$ cat src/rtl/button_debounce_fsm.sv
// Pushbutton conditioner: two-flop synchroniser, 4-state debounce FSM with a stability
// counter, registered level plus single-cycle rise/fall strobes for the sequence detector.
module button_debounce_fsm #(
  parameter int unsigned STABLE_CYCLES = 240000,
  parameter bit          INVERT        = 1'b0,
  parameter int unsigned CNT_W         = $clog2(STABLE_CYCLES)
) (
  input  logic clk,
  input  logic reset,
  input  logic btn_in,
  output logic db_level,
  output logic db_rise,
  output logic db_fall
);

  typedef enum logic [1:0] {
    StLowStable  = 2'd0,
    StWaitHigh   = 2'd1,
    StHighStable = 2'd2,
    StWaitLow    = 2'd3
  } state_e;

  localparam logic [CNT_W-1:0] CntLast = CNT_W'(STABLE_CYCLES - 1);

  logic             x;
  logic             s1_q;
  logic             sync_q;
  state_e           state_q;
  logic [CNT_W-1:0] cnt_q;

  assign x = btn_in ^ INVERT;

  // btn_in is asynchronous; only sync_q may feed the FSM.
  always_ff @(posedge clk or posedge reset) begin
    if (reset) begin
      s1_q   <= 1'b0;
      sync_q <= 1'b0;
    end else begin
      s1_q   <= x;
      sync_q <= s1_q;
    end
  end

  always_ff @(posedge clk or posedge reset) begin
    if (reset) begin
      state_q  <= StLowStable;
      cnt_q    <= '0;
      db_level <= 1'b0;
      db_rise  <= 1'b0;
      db_fall  <= 1'b0;
    end else begin
      db_rise <= 1'b0;
      db_fall <= 1'b0;
      case (state_q)
        StLowStable: begin
          if (sync_q) begin
            state_q <= StWaitHigh;
            cnt_q   <= '0;
          end
        end
        StWaitHigh: begin
          // A return to 0 abandons qualification; the next departure restarts at cnt=0.
          if (!sync_q) begin
            state_q <= StLowStable;
          end else if (cnt_q == CntLast) begin
            state_q  <= StHighStable;
            db_level <= 1'b1;
            db_rise  <= 1'b1;
          end else begin
            cnt_q <= cnt_q + 1'b1;
          end
        end
        StHighStable: begin
          if (!sync_q) begin
            state_q <= StWaitLow;
            cnt_q   <= '0;
          end
        end
        StWaitLow: begin
          if (sync_q) begin
            state_q <= StHighStable;
          end else if (cnt_q == CntLast) begin
            state_q  <= StLowStable;
            db_level <= 1'b0;
            db_fall  <= 1'b1;
          end else begin
            cnt_q <= cnt_q + 1'b1;
          end
        end
        default: begin
          state_q  <= StLowStable;
          cnt_q    <= '0;
          db_level <= 1'b0;
        end
      endcase
    end
  end

endmodule

$ cat config.mk
export PLATFORM = sky130hd
export DESIGN_NAME = button_debounce_fsm
export DESIGN_NICKNAME = d
export VERILOG_FILES = /design/src/rtl/button_debounce_fsm.sv
export SDC_FILE = /design/constraint.sdc
export NUM_CORES = 1
export LEC_CHECK = 0
export ABC_CLOCK_PERIOD_IN_PS = 2400
export CORE_MARGIN = 2
export CORE_UTILIZATION = 50
export DETAILED_ROUTE_END_ITERATION = 8
export PLACE_DENSITY_LB_ADDON = 0.2
export SLEW_MARGIN = 25
export SYNTH_ARGS = -nofsm -noshare
export SYNTH_HDL_FRONTEND = slang
export SYNTH_SLANG_ARGS = --single-unit
$ cat constraint.sdc
create_clock -name clk -period 2.4 [get_ports clk]
set_clock_uncertainty 0.1 [all_clocks]
set_input_delay 0.24 -clock clk [delete_from_list [all_inputs] [get_ports clk]]
set_output_delay 0.24 -clock clk [all_outputs]
set_load 0.03 [all_outputs]
# Word-level counts from Yosys, hierarchy flattened

Index checks and enable logic that the tools add are counted.

Bits of input ports: 3
Bits in registers: 25
Output and inout port bits: 3

Add/subtract/negate cells: 1
Eq/ne operators: 12
Multiplexer cells: 23
Reductions and logical operators: 5

Operators with widths:

| operator                                       | count |
|---|---|
| 2-to-1 mux 18 bit                              | 5 |
| one-hot mux 18 bit (4 select lines)            | 1 |
| adder 18 x 1 -> 18 bit (second input constant) | 1 |
| == test 18 bit (second input constant)         | 1 |
| 2-to-1 mux 2 bit                               | 6 |
| inequality test 2 bit (second input constant)  | 6 |
| 2-to-1 mux 1 bit                               | 9 |
| one-hot mux 2 bit (4 select lines)             | 1 |
| AND reduction 4 bit                            | 2 |
| inequality test 3 bit (second input constant)  | 2 |
| AND reduction 5 bit                            | 1 |
| == test 2 bit (second input constant)          | 2 |
| == test 2 x 1 -> 1 bit (second input constant) | 1 |
| zero test 2 bit                                | 1 |
| one-hot mux 1 bit (2 select lines)             | 1 |
| nonzero test 2 bit                             | 1 |

# Logic depth before layout (Yosys ltp)

Gate-level depths: netlist of run 1.

Word-level depth: 4
Gate-level depth with buffers: 7
Depth with buffers taken out: 5

# Least setup slack after synthesis of run 1

Ideal clock, no wire load.

Kind: register to register
Start: reg cnt_q[0]
End: reg cnt_q[0]
Arrival time: 1,743 ps
Slack: 431 ps
Period minus slack after synthesis: 1,969 ps
Stages on the path, launching flop included: 8
Setup time: 126 ps
Path through: dfrtp_1 -> ha_1 -> and4_1 -> clkbuf_1 -> nor2b_1 -> buf_2 -> and2_1 -> a311o_1

Cells in the longest elaborated chain, start to end: 4
Elaborated cells between the ends (all ways): 6

Ends and longest elaborated chain:

| element                                                         | line   | source |
|---|---|---|
| from (decl)                                                     | 29     | `logic [CNT_W-1:0] cnt_q;` |
| from (signal assigned)                                          | 70     | `cnt_q <= cnt_q + 1'b1;` |
| from (signal assigned)                                          | 87     | `cnt_q <= cnt_q + 1'b1;` |
| adder 18 x 1 -> 18 bit / == test 18 bit (equally long branches) | n/a    |  |
| 2-to-1 mux 18 bit *                                             | 65, 82 |  |
| 2-to-1 mux 18 bit (on tied branches)                            | 80, 63 |  |
| one-hot mux 18 bit (4 select lines) *                           | 54     | `case (state_q)` |

Mark *: on every way between the ends. The rest lies on a longest branch, timed or not. The select of a mux whose other input is x is not followed.
A chain may end at the register's enable or synchronous reset.

# Worst setup path after layout of run 1

Ends and elaborated chain as after synthesis.

==> results of run 1 <==
## flip-flops by register name, indices dropped and copies added (netlist names), named ones only
signal / flops
db_rise: 1
cnt_q: 18
s1_q: 1
db_fall: 1
state_q: 1
sync_q: 1
db_level: 1
## cell type report
type                    count  area (µm²)  share of cell area [%]
multi-input cells         112       701.9                   46.59
inverters                   5       18.77                   1.246
flip-flops and latches     25       625.6                   41.53
clock buffers               4       26.28                   1.744
repair buffers             11       95.09                   6.312
well taps                  31       38.79                   2.575
## report_power, final
| group | switching (µW) | total, µW | internal, µW |
|---|---|---|---|
| logic | 29.5 | 48.5 | 19.0 |
| registers | 13.7 | 443 | 430 |
| clock network | 130 | 195 | 65.2 |
| total | 173 | 687 | 514 |
## layer usage
layer | vias to the layer above | track usage [%]
met1 | 577 | 26.57
li1 | 579 | -
met3 | 5 | 2.765
met2 | 44 | 30.73
met5 | - | 0
met4 | 0 | 6.803
## worst paths after layout
path | depth (start not counted) | endpoint | startpoint | slack [ns]
worst max-delay path | 5 | cnt_q[0]$_DFFE_PP0P_ | cnt_q[0]$_DFFE_PP0P_ | 0.24
worst min-delay path | 2 | db_level$_DFFE_PP0P_ | reset | 0.11
worst max register to register | 5 | cnt_q[0]$_DFFE_PP0P_ | cnt_q[0]$_DFFE_PP0P_ | 0.24
worst min register to register | 0 | sync_q$_DFF_PP0_ | s1_q$_DFF_PP0_ | 0.27
max in group asynchronous | 3 | cnt_q[14]$_DFFE_PP0P_ | reset | 1.52
min in group clk | 1 | s1_q$_DFF_PP0_ | btn_in | 0.24
## per-stage QoR
step	hold slack, ns	power, µW	utilization [%]
2_1_floorplan	0.1673	480.1	-
3_3_place_gp	0.2396	497.6	55.01
3_5_place_dp	0.2379	500.3	55.01
4_1_cts	0.1257	690.1	55.99
5_1_grt	0.1609	714.9	56.08
6_report	0.1106	686.7	56.08
## worst max-delay path, delay by kind of cell, from the launching register on
family          cells  cell delay, ns
fa+ha+maj           1            0.24
simple gates        2            0.74
compound gates      2            0.52
flops               1            0.46
## cell families (layout without fill, tap and decap cells)
kind of cell / count (synthesis) / after routing / synth area share, %
AND/OR/NAND/NOR: 65 / 65 / 26.99
AO/OA/AOI/OAI: 39 / 39 / 17.75
flip-flops: 25 / 25 / 45.29
buffers and inverters: 14 / 20 / 4.076
multiplexers: 5 / 5 / 3.714
XOR/XNOR: 2 / 2 / 1.268
adder cells (fa/ha/maj): 1 / 1 / 0.9057
## cell usage in the layout (no fill, tap or decap), drive strengths merged, types with 2 or more instances in the layout
master / netlist / routed
nand3: 11 / 11
clkdlybuf4s50: 0 / 5
and4b: 2 / 2
nand2: 15 / 15
nor4b: 2 / 2
and2: 2 / 2
nor2: 6 / 6
a21oi: 13 / 13
o31ai: 2 / 2
dfrtp: 25 / 25
or3: 4 / 4
or4: 2 / 2
and4: 5 / 5
o21ai: 9 / 9
nand4: 3 / 3
clkbuf: 6 / 4
a211oi: 2 / 2
nor3b: 3 / 3
a2111oi: 2 / 2
nor2b: 2 / 2
o211ai: 3 / 3
buf: 3 / 6
mux2i: 4 / 4
inv: 5 / 5
nor3: 3 / 3
a31oi: 2 / 2
nor4: 2 / 2
## timing repair
action / in CTS / in global routing
buffers inserted: 0 / 0
setup endpoints to repair: 0 / 2
gates resized for setup: 0 / 1
==> reports/metrics.csv, run 1 <==
metric,value,unit
CTS Hold Bufs,0,
Area Overhead vs Synth,9.058,%
CTS Buffer Depth,2,
highest metal used,met4,
Rows,19,
Clock Latency Late Sink,0.33,ns
boundary pin count,6,
Max-cap violations,0,
largest net degree at the start of global routing,14,
initial antenna violation count,0,
die area,3199,µm²
synthesized flop and latch total,25,
Non-Filler Instances,188,
"FFs w/ async S/R, synth",100.0,%
wire length on met1,1252,µm
synth warn,0,
"Cell Area, Placed",1478,µm²
# DRC,0,
Cells after Synth,151,
Root Driver,clkbuf_4,
Peak Freq,463.4,MHz
Die W,56.56,µm
GR Overflow Total,0,
via count,1205,
VDD IR-drop max,0.4305,mV
"antenna viol nets, final",0,
vias in the first global route,1080,
GRT Total Usage,19.21,%
Vias/cell,6.410,
synthesized area,1381,µm²
worst slack at placement,0.1183,ns
Hold WC Path Type,input pin to async pin,
Crit path largest cell delay,0.46,ns
most numerous cell in the Yosys netlist,dfrtp_1,
"Arr. time, crit path",2.29,ns
Initial DRT Pass Iterations,4,
# diodes,0,
dominant cells by area after synthesis,"dfrtp_1 (45%), a21oi_1 (4.7%), nand2_1 (4.1%)",
"area leader, netlist",dfrtp_1,
Final Hold Vio Count,0,
met2 WL,1380,µm
Mapped Nets,155,
crit-path max FO,9,
status,"finished, final reports clean",
CTS tree,done,
crit path kind,flop to flop,
final period utilization,89.92,%
metal3 WL,201,µm
1st-iter DRT viols,56,
slew margin rel.,54.37,%
nets,162,
cell area after layout,1506,µm²
startpoint types,flop,
setup slack after layout,0.2418,ns
crit path time final,2.158,ns
Yosys top cell area share,45.29,%
core area,2686,µm²
"CTS clk-pin slew, worst paths",0.14,ns
Total Wirelength,2878,µm
Fill cells,247,
Pwr per Cell Area,455.8,nW/µm²
library cells used by synthesis,39,
RSZ-0062 raised after global routing,false,
CTS HTree Levels,1,
dpl hpwl,2067,µm
CP cell instances,ha_1 -> and4_1 -> nor2b_2 -> a2111oi_0 -> a311o_1,
Placed Cells,184,
TritonCTS Buffers,3,
Finish-stage setup viols,0,
fraction of layout cells with a size suffix above 1,7.006,%
syn_area_per_cell,9.148,µm²
Setup TNS Final,0,ns
Post-synth EDFFs,0,
PortBufs,5,
first-pass GRT wire length,4899,µm
Leakage,0.0006015,µW
final RePlAce weighted congestion,0.8556,
CP Capture Type,flop,
slowest CP cell,dfrtp_1,
Max Slew Vio Count,0,
sequential area share after synthesis,45.29,%
TritonCTS Sinks,25,
commonest cells in the synthesized netlist,"dfrtp_1 (25), nand2_1 (15), a21oi_1 (13), nand3_1 (11), o21ai_0 (9)",
ys flop type,dfrtp_1,
Required @ worst endpoint,2.53,ns
starting density of the core,51.42,%
Wirelength per Cell,15.31,µm
worst slew pin tran,0.6796,ns
chip height,56.56,µm
Power figures use the tool's default switching activity.
==> run 2: changes to the inputs <==
--- a/config.mk
+++ b/config.mk
@@ -6,8 +6,8 @@
 export NUM_CORES = 1
 export LEC_CHECK = 0
 export ABC_CLOCK_PERIOD_IN_PS = 2400
-export CORE_MARGIN = 2
-export CORE_UTILIZATION = 50
+export CORE_MARGIN = 10
+export CORE_UTILIZATION = 29
 export DETAILED_ROUTE_END_ITERATION = 8
 export PLACE_DENSITY_LB_ADDON = 0.2
 export SLEW_MARGIN = 25
==> run 2 against run 1 <==
Against the previous run: core utilization shrank 23 points; maximum frequency shrank 1.0%; first-iteration DRC count grew 89%; register-to-register slack lost 0.02 ns; total power grew 8.6%; critical path type unchanged; largest cell class unchanged; largest power group unchanged.
==> reports/metrics.csv, run 2 (synthesis results as in run 1) <==
metric,value,unit,change
worst slew pin tran,0.6077,ns,was 0.6796 ns
startpoint types,flop,,unchanged
crit path kind,flop to flop,,unchanged
"Core Util, Final",33.45,%,was 56.08%
Finish-stage setup viols,0,,unchanged
initial antenna violation count,0,,unchanged
# diodes,0,,unchanged
Setup TNS Final,0,ns,unchanged
core area,4661,µm²,was 2686 µm²
global routing met1 resource utilization,12.69,%,was 26.57%
CTS HTree Levels,1,,unchanged
"commonest non-fill, non-tap cell in the layout",dfrtp_1,,unchanged
starting density of the core,29.64,%,was 51.42%
Initial DRT Pass Iterations,4,,unchanged
dpl hpwl,2321,µm,was 2067 µm
CP cell instances,ha_1 -> and4_1 -> nor2b_1 -> a2111oi_0 -> a311o_1,,was ha_1 -> and4_1 -> nor2b_2 -> a2111oi_0 -> a311o_1
CTS Buffer Depth,2,,unchanged
TritonCTS Sinks,25,,unchanged
Total Wirelength,3160,µm,was 2878 µm
"antenna viol nets, final",0,,unchanged
VDD IR-drop max,0.1662,mV,was 0.4305 mV
Pwr per Cell Area,478.3,nW/µm²,was 455.8 nW/µm²
nets,163,,was 162
CTS tree,done,,unchanged
multi-input combinational cell area,699.4,µm²,was 701.9 µm²
GR Overflow Total,0,,unchanged
Clock Latency Late Sink,0.27,ns,was 0.33 ns
PortBufs,5,,unchanged
most used routing layer,met2,,unchanged
Placed Cells,208,,was 184
Max-cap violations,0,,unchanged
Fill cells,485,,was 247
Die W,89.02,µm,was 56.56 µm
met2 GRT Util,13.83,%,was 30.73%
Required @ worst endpoint,2.45,ns,was 2.53 ns
most frequent cells in the layout,"dfrtp_1 (25), nand2_1 (15), a21oi_1 (13), nand3_1 (11), o21ai_0 (9)",,unchanged
1st-iter DRT viols,106,,was 56
"Setup Fix Bufs, Post-CTS",0,,unchanged
Storage cell area,625.6,µm²,unchanged
CTS Hold Bufs,0,,unchanged
met3 GRT Util,1.367,%,was 2.765%
"Most flops, register",cnt_q,,unchanged
R2R setup slack,0.22,ns,was 0.24 ns
first-pass GRT wire length,5816,µm,was 4899 µm
final hold slack,0.2152,ns,was 0.1106 ns
Crit path largest cell delay,0.43,ns,was 0.46 ns
RSZ-0062 raised after global routing,false,,unchanged
Vias/cell,5.608,,was 6.410
vias in the first global route,1140,,"was 1,080"
crit-path max FO,7,,was 9
fraction of layout cells with a size suffix above 1,6.962,%,was 7.006%
Max Slew Vio Count,0,,unchanged
chip height,89.02,µm,was 56.56 µm
GRT Total Usage,9.081,%,was 19.21%
slowest CP cell,dfrtp_1,,unchanged
cts repair resizes,0,,unchanged
largest net degree at the start of global routing,26,,was 14
Wirelength per Cell,14.91,µm,was 15.31 µm
total power,745.7,µW,was 686.7 µW
Leakage,0.0006154,µW,was 0.0006015 µW
TritonCTS Buffers,3,,unchanged
status,"finished, final reports clean",,unchanged
via count,1189,,"was 1,205"
Register-to-Register Path Depth,5,,unchanged
Root Driver,clkbuf_8,,was clkbuf_4
Peak Freq,458.5,MHz,was 463.4 MHz
boundary pin count,6,,unchanged
slew margin rel.,59.34,%,was 54.37%
CP Capture Type,flop,,unchanged
"CTS clk-pin slew, worst paths",0.09,ns,was 0.14 ns
crit path time final,2.181,ns,was 2.158 ns
max reg flops,18,,unchanged
final period utilization,90.87,%,was 89.92%
final RePlAce weighted congestion,0.8512,,was 0.8556
"Arr. time, crit path",2.23,ns,was 2.29 ns
Non-Filler Instances,212,,was 188
Hold WC Path Type,input pin to async pin,,unchanged
# DRC,0,,unchanged
die area,7924,µm²,was 3199 µm²
Final Hold Vio Count,0,,unchanged
Area Overhead vs Synth,12.86,%,was 9.058%
Rows,25,,was 19
==> run 2: changes by cell type in the layout (fill, tap and decap cells not counted) <==
cell / change
clkbuf_4: -3
nor2b_1: +1
clkbuf_8: +3
nor2b_2: -1
buf_4: +1
==> run 2: metrics by stage <==
step                worst slack (ns)  area, µm²
floorplan                     0.4311       1381
detailed placement            0.2512       1514
finish                        0.2191       1559
global route                 0.05243       1559
global placement              0.3536       1514
CTS                           0.2327       1559
==> run 2: power by group <==
part | internal, µW | total, µW | switching, µW
clock network | 119 | 254 | 135
registers | 429 | 443 | 13.7
logic | 18.3 | 48.9 | 30.5
total | 567 | 746 | 179
==> run 2: cell type report <==
cell class	instances	share of cell area, %
Multi-Input combinational cell	112	44.86
Sequential cell	25	40.13
Timing Repair Buffer	12	6.581
Tap cell	54	4.334
Clock buffer	4	2.889
Inverter	5	1.204
==> run 2: critical path: cells and delay by family (launching register included) <==
kind	cells	cell delay (ns)
AOI/OAI and AO/OA	2	0.57
and+or+nand+nor	2	0.73
adders and majority gates	1	0.23
DFF	1	0.43
==> run 2: layer usage <==
layer,up-vias,share of wire [%]
met4,0,1.4
met2,22,46
met1,581,50
met5,-,0
met3,5,2.5
li1,581,-
==> run 2: path summary, 6_finish.rpt <==
path	from	end
worst min-delay path	reset	cnt_q[14]$_DFFE_PP0P_
min in group clk	s1_q$_DFF_PP0_	sync_q$_DFF_PP0_
worst min register to register	s1_q$_DFF_PP0_	sync_q$_DFF_PP0_
max in group asynchronous	reset	db_level$_DFFE_PP0P_
worst max-delay path	cnt_q[0]$_DFFE_PP0P_	cnt_q[0]$_DFFE_PP0P_
worst max register to register	cnt_q[0]$_DFFE_PP0P_	cnt_q[0]$_DFFE_PP0P_
